<file path="config.mk">
export PLATFORM = sky130hd
export DESIGN_NAME = multicycle_control_fsm
export DESIGN_NICKNAME = d
export VERILOG_FILES = /design/src/rtl/multicycle_control_fsm.sv
export SDC_FILE = /design/constraint.sdc
export NUM_CORES = 1
export LEC_CHECK = 0
export ABC_AREA = 1
export BUFFER_PORTS_ARGS = -buffer_cell sky130_fd_sc_hd__buf_4
export CAP_MARGIN = 15
export CORE_UTILIZATION = 55
export DETAILED_ROUTE_END_ITERATION = 10
export PLACE_DENSITY_LB_ADDON = 0.2
export SETUP_SLACK_MARGIN = 0.5
export SKIP_CTS_REPAIR_TIMING = 1
export SYNTH_ARGS = -nofsm -noshare
export SYNTH_HDL_FRONTEND = slang
export SYNTH_SLANG_ARGS = --single-unit
</file>
<file path="constraint.sdc">
create_clock -name clk -period 3.2 [get_ports clk]
set_input_delay 0.32 -clock clk [delete_from_list [all_inputs] [get_ports clk]]
set_output_delay 0.32 -clock clk [all_outputs]
set_load 0.01 [all_outputs]
</file>
<file path="src/rtl/multicycle_control_fsm.sv">
// Main control FSM for the multicycle RV32I datapath: sequences fetch/decode/execute/
// memory/writeback and drives every datapath select and write enable.
module multicycle_control_fsm #(
    parameter int OP_WIDTH    = 7,
    parameter int ALUOP_WIDTH = 2,
    parameter int STATE_WIDTH = 4
) (
    input  logic                   clk,
    input  logic                   rst_n,
    input  logic [OP_WIDTH-1:0]    op,
    input  logic                   zero,
    input  logic                   mem_ready,
    output logic                   pc_write,
    output logic                   adr_src,
    output logic                   mem_write,
    output logic                   ir_write,
    output logic [1:0]             result_src,
    output logic [1:0]             alu_src_a,
    output logic [1:0]             alu_src_b,
    output logic [ALUOP_WIDTH-1:0] alu_op,
    output logic                   reg_write,
    output logic [1:0]             imm_src,
    output logic                   illegal_op,
    output logic [STATE_WIDTH-1:0] state_dbg
);

    localparam logic [OP_WIDTH-1:0] OP_LW   = OP_WIDTH'(7'b0000011);
    localparam logic [OP_WIDTH-1:0] OP_SW   = OP_WIDTH'(7'b0100011);
    localparam logic [OP_WIDTH-1:0] OP_R    = OP_WIDTH'(7'b0110011);
    localparam logic [OP_WIDTH-1:0] OP_I    = OP_WIDTH'(7'b0010011);
    localparam logic [OP_WIDTH-1:0] OP_JAL  = OP_WIDTH'(7'b1101111);
    localparam logic [OP_WIDTH-1:0] OP_BEQ  = OP_WIDTH'(7'b1100011);

    localparam logic [ALUOP_WIDTH-1:0] ALU_ADD = ALUOP_WIDTH'(2'b00);
    localparam logic [ALUOP_WIDTH-1:0] ALU_SUB = ALUOP_WIDTH'(2'b01);
    localparam logic [ALUOP_WIDTH-1:0] ALU_FN  = ALUOP_WIDTH'(2'b10);

    typedef enum logic [3:0] {
        S_FETCH    = 4'd0,
        S_DECODE   = 4'd1,
        S_MEMADR   = 4'd2,
        S_MEMREAD  = 4'd3,
        S_MEMWB    = 4'd4,
        S_MEMWRITE = 4'd5,
        S_EXECR    = 4'd6,
        S_ALUWB    = 4'd7,
        S_EXECI    = 4'd8,
        S_JAL      = 4'd9,
        S_BEQ      = 4'd10
    } state_t;

    // State-decoded controls; en_* are qualifiers later gated by reset, mem_ready or zero.
    typedef struct packed {
        logic                   adr_src;
        logic [1:0]             result_src;
        logic [1:0]             alu_src_a;
        logic [1:0]             alu_src_b;
        logic [ALUOP_WIDTH-1:0] alu_op;
        logic                   en_fetch;
        logic                   en_mw;
        logic                   en_rw;
        logic                   en_jal;
        logic                   en_beq;
        logic                   is_dec;
    } ctl_t;

    function automatic ctl_t f_dec(input state_t s);
        ctl_t c;
        c = '0;
        case (s)
            S_FETCH:    begin c.alu_src_b = 2'b10; c.result_src = 2'b10; c.en_fetch = 1'b1; end
            S_DECODE:   begin c.alu_src_a = 2'b01; c.alu_src_b = 2'b10; c.is_dec = 1'b1; end
            S_MEMADR:   begin c.alu_src_a = 2'b10; c.alu_src_b = 2'b01; end
            S_MEMREAD:  c.adr_src = 1'b1;
            S_MEMWB:    begin c.result_src = 2'b01; c.en_rw = 1'b1; end
            S_MEMWRITE: begin c.adr_src = 1'b1; c.en_mw = 1'b1; end
            S_EXECR:    begin c.alu_src_a = 2'b10; c.alu_op = ALU_FN; end
            S_EXECI:    begin c.alu_src_a = 2'b10; c.alu_src_b = 2'b01; c.alu_op = ALU_FN; end
            S_ALUWB:    c.en_rw = 1'b1;
            S_JAL:      begin c.alu_src_a = 2'b01; c.alu_src_b = 2'b10; c.en_jal = 1'b1; end
            S_BEQ:      begin c.alu_src_a = 2'b10; c.alu_op = ALU_SUB; c.en_beq = 1'b1; end
            default:    c = '0;
        endcase
        c.alu_op = (s == S_FETCH || s == S_DECODE) ? ALU_ADD : c.alu_op;
        return c;
    endfunction

    state_t r_state;
    ctl_t   r_ctl;
    state_t w_next;
    logic   w_op_legal;

    always_comb begin
        w_op_legal = 1'b1;
        case (op)
            OP_LW, OP_SW, OP_R, OP_I, OP_JAL, OP_BEQ: w_op_legal = 1'b1;
            default:                                   w_op_legal = 1'b0;
        endcase
    end

    always_comb begin
        w_next = S_FETCH;
        case (r_state)
            S_FETCH:    w_next = mem_ready ? S_DECODE : S_FETCH;
            S_DECODE: begin
                case (op)
                    OP_LW, OP_SW: w_next = S_MEMADR;
                    OP_R:         w_next = S_EXECR;
                    OP_I:         w_next = S_EXECI;
                    OP_JAL:       w_next = S_JAL;
                    OP_BEQ:       w_next = S_BEQ;
                    default:      w_next = S_FETCH;
                endcase
            end
            S_MEMADR:   w_next = (op == OP_SW) ? S_MEMWRITE :
                                 (op == OP_LW) ? S_MEMREAD  : S_FETCH;
            S_MEMREAD:  w_next = mem_ready ? S_MEMWB : S_MEMREAD;
            S_MEMWB:    w_next = S_FETCH;
            S_MEMWRITE: w_next = mem_ready ? S_FETCH : S_MEMWRITE;
            S_EXECR:    w_next = S_ALUWB;
            S_EXECI:    w_next = S_ALUWB;
            S_ALUWB:    w_next = S_FETCH;
            S_JAL:      w_next = S_ALUWB;
            S_BEQ:      w_next = S_FETCH;
            default:    w_next = S_FETCH;
        endcase
    end

    // Controls are registered alongside the state so they never glitch on state decode.
    always_ff @(posedge clk or negedge rst_n) begin
        if (!rst_n) begin
            r_state <= S_FETCH;
            r_ctl   <= f_dec(S_FETCH);
        end else begin
            r_state <= w_next;
            r_ctl   <= f_dec(w_next);
        end
    end

    assign adr_src    = r_ctl.adr_src;
    assign result_src = r_ctl.result_src;
    assign alu_src_a  = r_ctl.alu_src_a;
    assign alu_src_b  = r_ctl.alu_src_b;
    assign alu_op     = r_ctl.alu_op;
    assign state_dbg  = STATE_WIDTH'(r_state);

    // Enables are also qualified by rst_n so they drop the instant reset asserts.
    assign ir_write   = rst_n & r_ctl.en_fetch & mem_ready;
    assign pc_write   = rst_n & ((r_ctl.en_fetch & mem_ready) | r_ctl.en_jal | (r_ctl.en_beq & zero));
    assign mem_write  = rst_n & r_ctl.en_mw;
    assign reg_write  = rst_n & r_ctl.en_rw;
    assign illegal_op = rst_n & r_ctl.is_dec & ~w_op_legal;

    always_comb begin
        case (op)
            OP_SW:   imm_src = 2'b01;
            OP_BEQ:  imm_src = 2'b10;
            OP_JAL:  imm_src = 2'b11;
            default: imm_src = 2'b00;
        endcase
    end

endmodule

</file>
==> reports/metrics.csv <==
metric,value,unit
drt total wl,2.21,mm
synth top area cells,"dfrtp_1, nand2_1, dfstp_2",
Yosys top cell by area,dfrtp_1,
final cell count without fillers,196,
leakage power,0.883,nW
Clock Latency Late Sink,0.29,ns
synth warn,0,
post-route ant nets,0,
largest net degree at the start of global routing,24,
worst flop-to-flop path startpoint,state_dbg[3],
slowest CP cell,dlygate4sd3_1,
hold depth,3,
max_slew headroom,0.801,
Setup TNS,0,ns
fin crit period,1.84,ns
Hold/Removal Path Class,in2reg,
clock slew at reported path FFs,0.10,ns
Mapped Area,0.00118,sq mm
switch share,0.400,
Num Clock Sinks,19,
Final Hold Violating Endpoints,0,
fin crit share,0.574,
Synth Net Count,153,
CTS tree,yes,
VDD IR max,0.513,mV
Num CTS Buffers,3,
worst-margin pin slew,0.297,ns
sequential share of power,0.395,
grt ovf,0,
DR vias/cell,4.99,
final setup violation count,0,
CP top delay family,buffers and inverters,
Synth Register Bits,19,
Synth top area share,0.339,
Clk pwr share,0.129,
sw power,0.000356,W
max incr delay on CP,0.53,ns
"Distinct cells, synth",23,
Rows,16,
status,finished clean,
fmax,545,MHz
combinational share of power,0.476,
placer's final routability congestion estimate,0.824,
CTS Buffer Depth,2,
CP Max Fanout,23,
R2R depth,8,
Internal Dissipation,0.000534,W
Setup Skew,0.000708,ns
max-cap viol count,0,
root buffer cell,clkbuf_4,
first-pass GRT wire length,3.86,mm
Crit. End Element,output pin,
CTS H-tree lvls,1,
Die X,48.4,microns
Slew Limit Fails,0,
layout cells sized above 1,0.402,
reg2reg setup slack,1.75,ns
Inst Count DP,191,
full die area,0.00234,sq mm
"Critical Path, Cell by Cell",dlygate4sd3_1 > buf_4 > inv_1 > a21oi_1 > buf_4,
Final Cell Area,0.00142,sq mm
CP Buf/Inv Count,4,
via count,979,
Mean Syn Cell Area,8.33,sq um
Core Area,0.00198,sq mm
Critical Path Start Type,input pin,
HP Start,op[4],
DR pass1 iterations,4,
wire per inst,11.3,microns
RSZ-0062 raised after global routing,no,
Placed Instance Area,0.00138,sq mm
PD cells,628,mW/mm^2
Crit path required time,2.88,ns
hold endpoint,state_dbg[3],
Starting Density,0.597,
dpl hpwl,1.80,mm
initial antenna violation count,0,
"Core Util, Final",0.715,
sequential element share of the synthesized area,0.405,
Port-buffer cells,30,
total track usage,0.210,
DR DRC count,0,
CP arrival,1.52,ns
R2R Path End,alu_src_a[1],
worst hold slack,0.352,ns
IO Count,31,
Nets,181,
initial DRC count,8,
n_diodes,0,
number of global-route vias before repair,934,
Layout area overhead,19.9,%
Cells after Synth,142,
kind of critical path,in2out,
most frequent CP cell,buf_4,
Die Ht,48.4,microns
==> power groups by stage <==
stage / clock (W) / combinational [W] / sequential [W]
after CTS: 0.000118 / 0.000425 / 0.000352
after global routing: 0.000132 / 0.000465 / 0.000360
after global placement: 0 / 0.000412 / 0.000356
final: 0.000114 / 0.000424 / 0.000352
after detailed placement: 0 / 0.000422 / 0.000357
after floorplan: 0 / 0.000293 / 0.000362
==> worst max path at each step <==
stage / start / endpoint / slack, ns / cells past startpoint
5_1_grt: rst_n / pc_write / 1.28 / 5
2_1_floorplan: op[2] / imm_src[0] / 1.89 / 5
3_3_place_gp: op[2] / imm_src[0] / 1.75 / 7
3_5_place_dp: op[2] / imm_src[0] / 1.73 / 7
4_1_cts: r_ctl[5] / pc_write / 1.68 / 3
6_report: rst_n / pc_write / 1.36 / 5
==> tightest hold or removal path, stage by stage <==
cell and delay (ns):
buf_4 0.12, a21oi_2 0.07, nor2_4 0.09
==> logic make-up (layout without fill, tap and decap cells) <==
logic type,Yosys count,after routing,synth area share
buf+inv,32,59,0.127
simple gates,85,85,0.429
compound gates,6,6,0.0392
flops,19,19,0.405
==> Yosys cell counts (all sizes together) <==
cell,number
nor3,2
o21ai,1
nand2,38
nor2,21
a31oi,1
dfstp,3
a21oi,4
dfrtp,16
nand4,3
buf,8
and3,2
inv,24
nand3,19
==> state kept, by name (all words and copies together), names as in the netlist <==
register	count
state_dbg	4
alu_op	2
r_ctl	6
alu_src_a	2
adr_src	1
result_src	2
alu_src_b	2
==> per-stage QoR <==
step                      total power (W)  setup WS [ns]
final                            0.000890           1.36
after global routing             0.000957           1.28
after CTS                        0.000895           1.68
after detailed placement         0.000779           1.73
after global placement           0.000768           1.75
after floorplan                  0.000655           1.89
==> cells in the final DEF, fill, tap and decap left out <==
| cell type | count |
|---|---|
| buf_4 | 30 |
| nand2_1 | 29 |
| inv_1 | 18 |
| dfrtp_1 | 16 |
| nor2_1 | 14 |
| nand3_1 | 12 |
| nand3_2 | 7 |
| inv_2 | 6 |
| nand2_2 | 6 |
| nor2_4 | 4 |
| nand4_1 | 3 |
| nand2_4 | 3 |
| dfstp_2 | 3 |
| clkbuf_4 | 3 |
| nor2_8 | 2 |
| and3_1 | 2 |
| a21oi_1 | 2 |
| nor3_1 | 1 |
| a21oi_4 | 1 |
| nor2_2 | 1 |
| a21oi_2 | 1 |
| nor3_4 | 1 |
| o21ai_0 | 1 |
| a31oi_1 | 1 |
| clkbuf_1 | 1 |
| dlygate4sd3_1 | 1 |
==> cell type report <==
| type | count | area, sq um |
|---|---|---|
| Inverter | 24 | 90.1 |
| Timing Repair Buffer | 31 | 235 |
| Clock buffer | 4 | 26.3 |
| Fill cell | 153 | 564 |
| Tap cell | 27 | 33.8 |
| Sequential cell | 19 | 479 |
| Multi-Input combinational cell | 91 | 553 |
==> routing by layer <==
metal / wire (microns) / up-vias / global-route usage
li1: - / 487 / -
met1: 901 / 458 / 0.256
met2: 1130 / 30 / 0.364
met3: 128 / 4 / 0.0535
met4: 45 / 0 / 0.0686
met5: 0 / - / 0
No activity file was read; power rests on OpenSTA's default activity.
